## src/rtl/bp_io_cmd_arbiter.sv

```systemverilog
// Two-requester round-robin arbiter for a shared BedRock IO command channel.
// An in-order tag FIFO routes each response back to the requester that issued it.
module bp_io_cmd_arbiter #(
    parameter  int msg_width_p       = 128,
    parameter  int max_outstanding_p = 8,
    localparam int count_width_lp    = $clog2(max_outstanding_p+1)
) (
    input  logic                      clk_i,
    input  logic                      reset_n_i,

    input  logic [2*msg_width_p-1:0]  req_cmd_i,
    input  logic [1:0]                req_cmd_v_i,
    output logic [1:0]                req_cmd_yumi_o,

    output logic [msg_width_p-1:0]    req_resp_o,
    output logic [1:0]                req_resp_v_o,
    input  logic [1:0]                req_resp_ready_and_i,

    output logic [msg_width_p-1:0]    io_cmd_o,
    output logic                      io_cmd_v_o,
    input  logic                      io_cmd_ready_and_i,

    input  logic [msg_width_p-1:0]    io_resp_i,
    input  logic                      io_resp_v_i,
    output logic                      io_resp_yumi_o,

    output logic [count_width_lp-1:0] outstanding_o,
    output logic                      orphan_resp_o
);

    localparam int ptr_width_lp = $clog2(max_outstanding_p);
    localparam logic [count_width_lp-1:0] full_cnt_lp =
        count_width_lp'(max_outstanding_p);

    logic                      tags_q [max_outstanding_p];
    logic [ptr_width_lp-1:0]   wptr_q, wptr_d;
    logic [ptr_width_lp-1:0]   rptr_q, rptr_d;
    logic [count_width_lp-1:0] cnt_q, cnt_d;
    logic                      last_q, last_d;
    logic                      orphan_q, orphan_d;

    logic full, empty;
    logic gnt_v, gnt;
    logic fire, push, pop;
    logic head;

    assign full  = (cnt_q == full_cnt_lp);
    assign empty = (cnt_q == '0);
    assign head  = tags_q[rptr_q];

    // Grant is a function of valids, history and occupancy only, never of ready.
    always_comb begin
        gnt_v = 1'b0;
        gnt   = 1'b0;
        if (!full) begin
            case (req_cmd_v_i)
                2'b01: begin
                    gnt_v = 1'b1;
                    gnt   = 1'b0;
                end
                2'b10: begin
                    gnt_v = 1'b1;
                    gnt   = 1'b1;
                end
                2'b11: begin
                    gnt_v = 1'b1;
                    gnt   = ~last_q;
                end
                default: begin
                    gnt_v = 1'b0;
                    gnt   = 1'b0;
                end
            endcase
        end
    end

    assign io_cmd_v_o = gnt_v;
    assign fire       = gnt_v & io_cmd_ready_and_i;
    assign push       = fire;

    always_comb begin
        io_cmd_o = '0;
        if (gnt_v) begin
            io_cmd_o = gnt ? req_cmd_i[2*msg_width_p-1:msg_width_p]
                           : req_cmd_i[msg_width_p-1:0];
        end
    end

    always_comb begin
        req_cmd_yumi_o = 2'b00;
        if (fire) begin
            req_cmd_yumi_o = gnt ? 2'b10 : 2'b01;
        end
    end

    // With nothing outstanding a response is an orphan: consume and drop it.
    always_comb begin
        req_resp_v_o   = 2'b00;
        io_resp_yumi_o = io_resp_v_i;
        if (!empty) begin
            req_resp_v_o   = head ? {io_resp_v_i, 1'b0} : {1'b0, io_resp_v_i};
            io_resp_yumi_o = io_resp_v_i & req_resp_ready_and_i[head];
        end
    end

    assign req_resp_o = io_resp_i;
    assign pop        = io_resp_yumi_o & ~empty;

    always_comb begin
        wptr_d   = wptr_q;
        rptr_d   = rptr_q;
        cnt_d    = cnt_q;
        last_d   = last_q;
        orphan_d = orphan_q;
        if (push) begin
            wptr_d = wptr_q + 1'b1;
            last_d = gnt;
        end
        if (pop) begin
            rptr_d = rptr_q + 1'b1;
        end
        case ({push, pop})
            2'b10:   cnt_d = cnt_q + 1'b1;
            2'b01:   cnt_d = cnt_q - 1'b1;
            default: cnt_d = cnt_q;
        endcase
        if (io_resp_v_i && empty) begin
            orphan_d = 1'b1;
        end
    end

    always_ff @(posedge clk_i or negedge reset_n_i) begin
        if (!reset_n_i) begin
            wptr_q   <= '0;
            rptr_q   <= '0;
            cnt_q    <= '0;
            last_q   <= 1'b1;
            orphan_q <= 1'b0;
            for (int i = 0; i < max_outstanding_p; i++) begin
                tags_q[i] <= 1'b0;
            end
        end else begin
            wptr_q   <= wptr_d;
            rptr_q   <= rptr_d;
            cnt_q    <= cnt_d;
            last_q   <= last_d;
            orphan_q <= orphan_d;
            if (push) begin
                tags_q[wptr_q] <= gnt;
            end
        end
    end

    assign outstanding_o = cnt_q;
    assign orphan_resp_o = orphan_q;

`ifndef SYNTHESIS
    a_no_push_full: assert property (@(posedge clk_i) disable iff (!reset_n_i)
        !(push && full));
    a_yumi_onehot: assert property (@(posedge clk_i) disable iff (!reset_n_i)
        $onehot0(req_cmd_yumi_o));
    a_no_pop_empty: assert property (@(posedge clk_i) disable iff (!reset_n_i)
        !(io_resp_yumi_o && empty && !io_resp_v_i));
`endif

endmodule

```

## config.mk

```make
export PLATFORM = sky130hd
export DESIGN_NAME = bp_io_cmd_arbiter
export DESIGN_NICKNAME = d
export VERILOG_FILES = /design/src/rtl/bp_io_cmd_arbiter.sv
export SDC_FILE = /design/constraint.sdc
export NUM_CORES = 1
export LEC_CHECK = 0
export ABC_AREA = 1
export CAP_MARGIN = 20
export CORE_AREA = 3 3 258 260
export DETAILED_ROUTE_END_ITERATION = 6
export DIE_AREA = 0 0 261 263
export GPL_ROUTABILITY_DRIVEN = 1
export HOLD_SLACK_MARGIN = 0.15
export REMOVE_ABC_BUFFERS = 1
export SYNTH_ARGS = -nofsm -noshare
export SYNTH_HDL_FRONTEND = slang
export SYNTH_SLANG_ARGS = --single-unit
```

## constraint.sdc

```tcl
create_clock -name clk_i -period 2.95 [get_ports clk_i]
set_clock_uncertainty 0.15 [all_clocks]
set_input_delay 0.59 -clock clk_i [delete_from_list [all_inputs] [get_ports clk_i]]
set_output_delay 0.59 -clock clk_i [all_outputs]
set_load 0.01 [all_outputs]
```

==> flow_summary.json <==
{
  "io_buffers": 402,
  "overflow": 0,
  "cp_top_family": "buffers and inverters",
  "setup_violations": 0,
  "route.vias.total": 6093,
  "dr.pass1.iters": 5,
  "routed_wl_microns": 54130,
  "maxCapViolCount": 0,
  "drive_above_1_share": 0.1542,
  "root_buffer": "clkbuf_16",
  "first_global_vias": 5895,
  "hold_viol": 0,
  "hold_depth": 1,
  "slew_viol_final": 0,
  "critPathMaxStageDelay_ps": 470,
  "dp_slack_ps": -610.5,
  "start_util": 0.06244,
  "grt_max_degree": 42,
  "route.detailed.drc": 0,
  "ir_drop_mv": 0.2671,
  "seq_area_sq_um": 501.7,
  "antenna_found_initial": 29,
  "routedWlPerCell_microns": 29.01,
  "power.total_mw": 5.583,
  "hold_path.class": "flop to flop",
  "syn_inst": 702,
  "n_fill_cell": 7466,
  "clk_pin_slew_worst_paths_ps": 50,
  "hp-start": "orphan_resp_o",
  "fin_area_sq_mm": 0.008693,
  "cp-start-kind": "flop",
  "ys_ff_latch": 20,
  "arrival_ps": 2090,
  "dieArea_sq_mm": 0.06864,
  "max_freq_mhz": 353.4,
  "rr_worst_depth": 18,
  "yosysWarnings": 0,
  "path_class": "flop to output pin",
  "setup_slack_ps": 120.2,
  "drt_first_iter_violations": 295,
  "dieWidth_microns": 261,
  "avgSynthCellArea_sq_um": 5.723,
  "nets": 1404,
  "critPathRequiredTime_ps": 2210,
  "worst-path-max-fanout": 41,
  "slowest_stage": "clkdlybuf4s50_1",
  "post-dp-hpwl_microns": 44500,
  "clock_sinks": 20,
  "crit_path_cell_trace": "nor2_2, nand3_4, buf_4, nand2_4, inv_4, buf_12, buf_4, clkdlybuf4s50_1",
  "die_h_microns": 263,
  "gp_congestion": 0.8785,
  "path_buf_inv": 5,
  "rsz0062_at_grt": "false",
  "status": "completed",
  "ys_types": 33,
  "htreeDepth": 1,
  "tritoncts": "built",
  "multi_input_comb_area_sq_mm": 0.002286,
  "final_common_cell": "clkdlybuf4s50_1",
  "finalCritPeriodShare": 0.9593,
  "endpoint_kind": "output pin",
  "ctsHoldBuffers": 0,
  "grt_pass1_wl_microns": 65760,
  "final_antenna_net_count": 0,
  "dpl_cell_area_sq_mm": 0.008386,
  "max_slew_margin": 0.7424,
  "cpMostUsedCell": "buf_4",
  "grt_usage": 0.1495,
  "p_leak_nw": 3.585,
  "powerDensity_mw_per_mm2": 642.2,
  "numCtsBuffers": 3,
  "syn_to_final_growth_pct": 116.4,
  "placementRows": 93,
  "r2r-end": "outstanding_o[3]",
  "rrSetupSlack_ps": 330,
  "cts_buffer_depth": 2,
  "final_cell_mix": "clkdlybuf4s50_1 (270), nor2_1 (255), o21ai_0 (89)",
  "clock_latency_ps": 250,
  "r2r-start": "rptr_q[0]",
  "coreArea_sq_mm": 0.06435,
  "hold_path_end": "orphan_resp_o",
  "seq_area_frac_synth": 0.1249,
  "layout_min_cycle_time_ps": 2830,
  "max_slew.worst_pin.slew_ps": 382.4,
  "vias_per_cell": 3.265,
  "syn_area_sq_mm": 0.004018,
  "ios": 659
}
==> worst reg2reg max path: cells and delay by family, from the launching register on <==
kind,cells,cell delay (ps)
XOR/XNOR,1,150
flip-flops,1,450
buffers and inverters,2,200
AND/OR/NAND/NOR,12,970
adder cells (fa/ha/maj),2,450
AO/OA/AOI/OAI,1,150
==> report_power, final <==
part	leakage, nW	total [mW]	internal, mW	switching [mW]
Sequential	0.241	0.511	0.413	0.0973
Clock	0.0442	0.309	0.207	0.102
Combinational	3.30	4.76	2.28	2.48
Total	3.59	5.58	2.90	2.68
==> timing repair <==
item / 4_1_cts / 5_1_grt
resized for setup: 284 / 41
pin swaps: 8 / 3
endpoints found under the setup margin: 131 / 109
buffers inserted: 10 / 0
cloned: 5 / 0
==> final cells by class <==
cell class                      instances  share of cell area
Tap cell                              855              0.1231
Antenna cell                            6            0.001727
Timing Repair Buffer                  470              0.5307
Sequential cell                        20             0.05771
Clock buffer                            4             0.01022
Multi-Input combinational cell        484              0.2630
Inverter                               27             0.01367
==> cell families after synthesis <==
kind of cell | after synthesis | share of synthesized area
adder cells (fa/ha/maj) | 6 | 0.02055
XOR/XNOR | 5 | 0.01090
AND/OR/NAND/NOR | 329 | 0.3311
AO/OA/AOI/OAI | 144 | 0.1822
buffers and inverters | 198 | 0.3304
flip-flops | 20 | 0.1249
==> metrics by stage <==
stage                     hold WS (ps)    util  std cells  TNS, ps
after CTS                        314.2  0.1352       1860        0
after detailed placement         301.8  0.1303       1841   -53300
after floorplan                  144.4       -        531   -66890
final                            306.1  0.1351       1866        0
after global routing             319.7  0.1349       1860        0
after global placement           291.5  0.1303       1841   -51400
==> registers in the layout (all words and copies together), names as in the netlist <==
| name | cells |
|---|---|
| wptr_q | 3 |
| outstanding_o | 4 |
| last_q | 1 |
| rptr_q | 3 |
| tags_q | 8 |
| orphan_resp_o | 1 |
==> worst max path at each step <==
stage                startpoint           end  slack (ps)  cells after the start
2_1_floorplan    req_cmd_v_i[1]   io_cmd_o[0]        -520                      5
3_3_place_gp     req_cmd_v_i[1]  io_cmd_o[31]        -620                      8
3_5_place_dp     req_cmd_v_i[1]  io_cmd_o[31]        -610                      8
4_1_cts          req_cmd_v_i[0]  io_cmd_o[31]          30                     11
5_1_grt        outstanding_o[1]  io_cmd_o[73]           8                      9
6_report       outstanding_o[1]    io_cmd_v_o         120                      8
==> cells in the mapped netlist <==
library cell	number	share of area
ha_1	5	0.016
a21oi_1	1	0.0012
nor2_2	1	0.0016
inv_2	2	0.0019
o21ai_1	22	0.027
dfstp_2	1	0.0065
xnor2_1	1	0.0022
a21boi_2	1	0.0028
nand3_2	1	0.0025
buf_4	128	0.24
buf_6	9	0.025
nor2_8	1	0.0050
xor2_1	4	0.0087
nor2_1	265	0.25
nand3_1	10	0.012
or2_1	1	0.0016
o21ai_0	118	0.15
a21o_1	1	0.0019
dfrtp_1	19	0.12
nand4_1	3	0.0047
inv_1	24	0.022
fa_1	1	0.0050
nand2_4	2	0.0056
nor3_1	2	0.0025
nand3_4	1	0.0044
o21a_1	1	0.0019
inv_4	1	0.0016
nor2_4	1	0.0028
clkbuf_1	7	0.0065
nand2_1	38	0.036
buf_2	27	0.034
nand2_2	2	0.0031
nor3b_1	1	0.0019
==> layer usage <==
metal  vias up  routed length [microns]  track usage
met1      2620                    21160       0.1640
met4        22                      531      0.01094
met5         -                      954      0.09687
li1       2712                        -            -
met3        50                    13280       0.1807
met2       689                    18210       0.1799
Note: power is estimated with default switching activity, not from simulation.
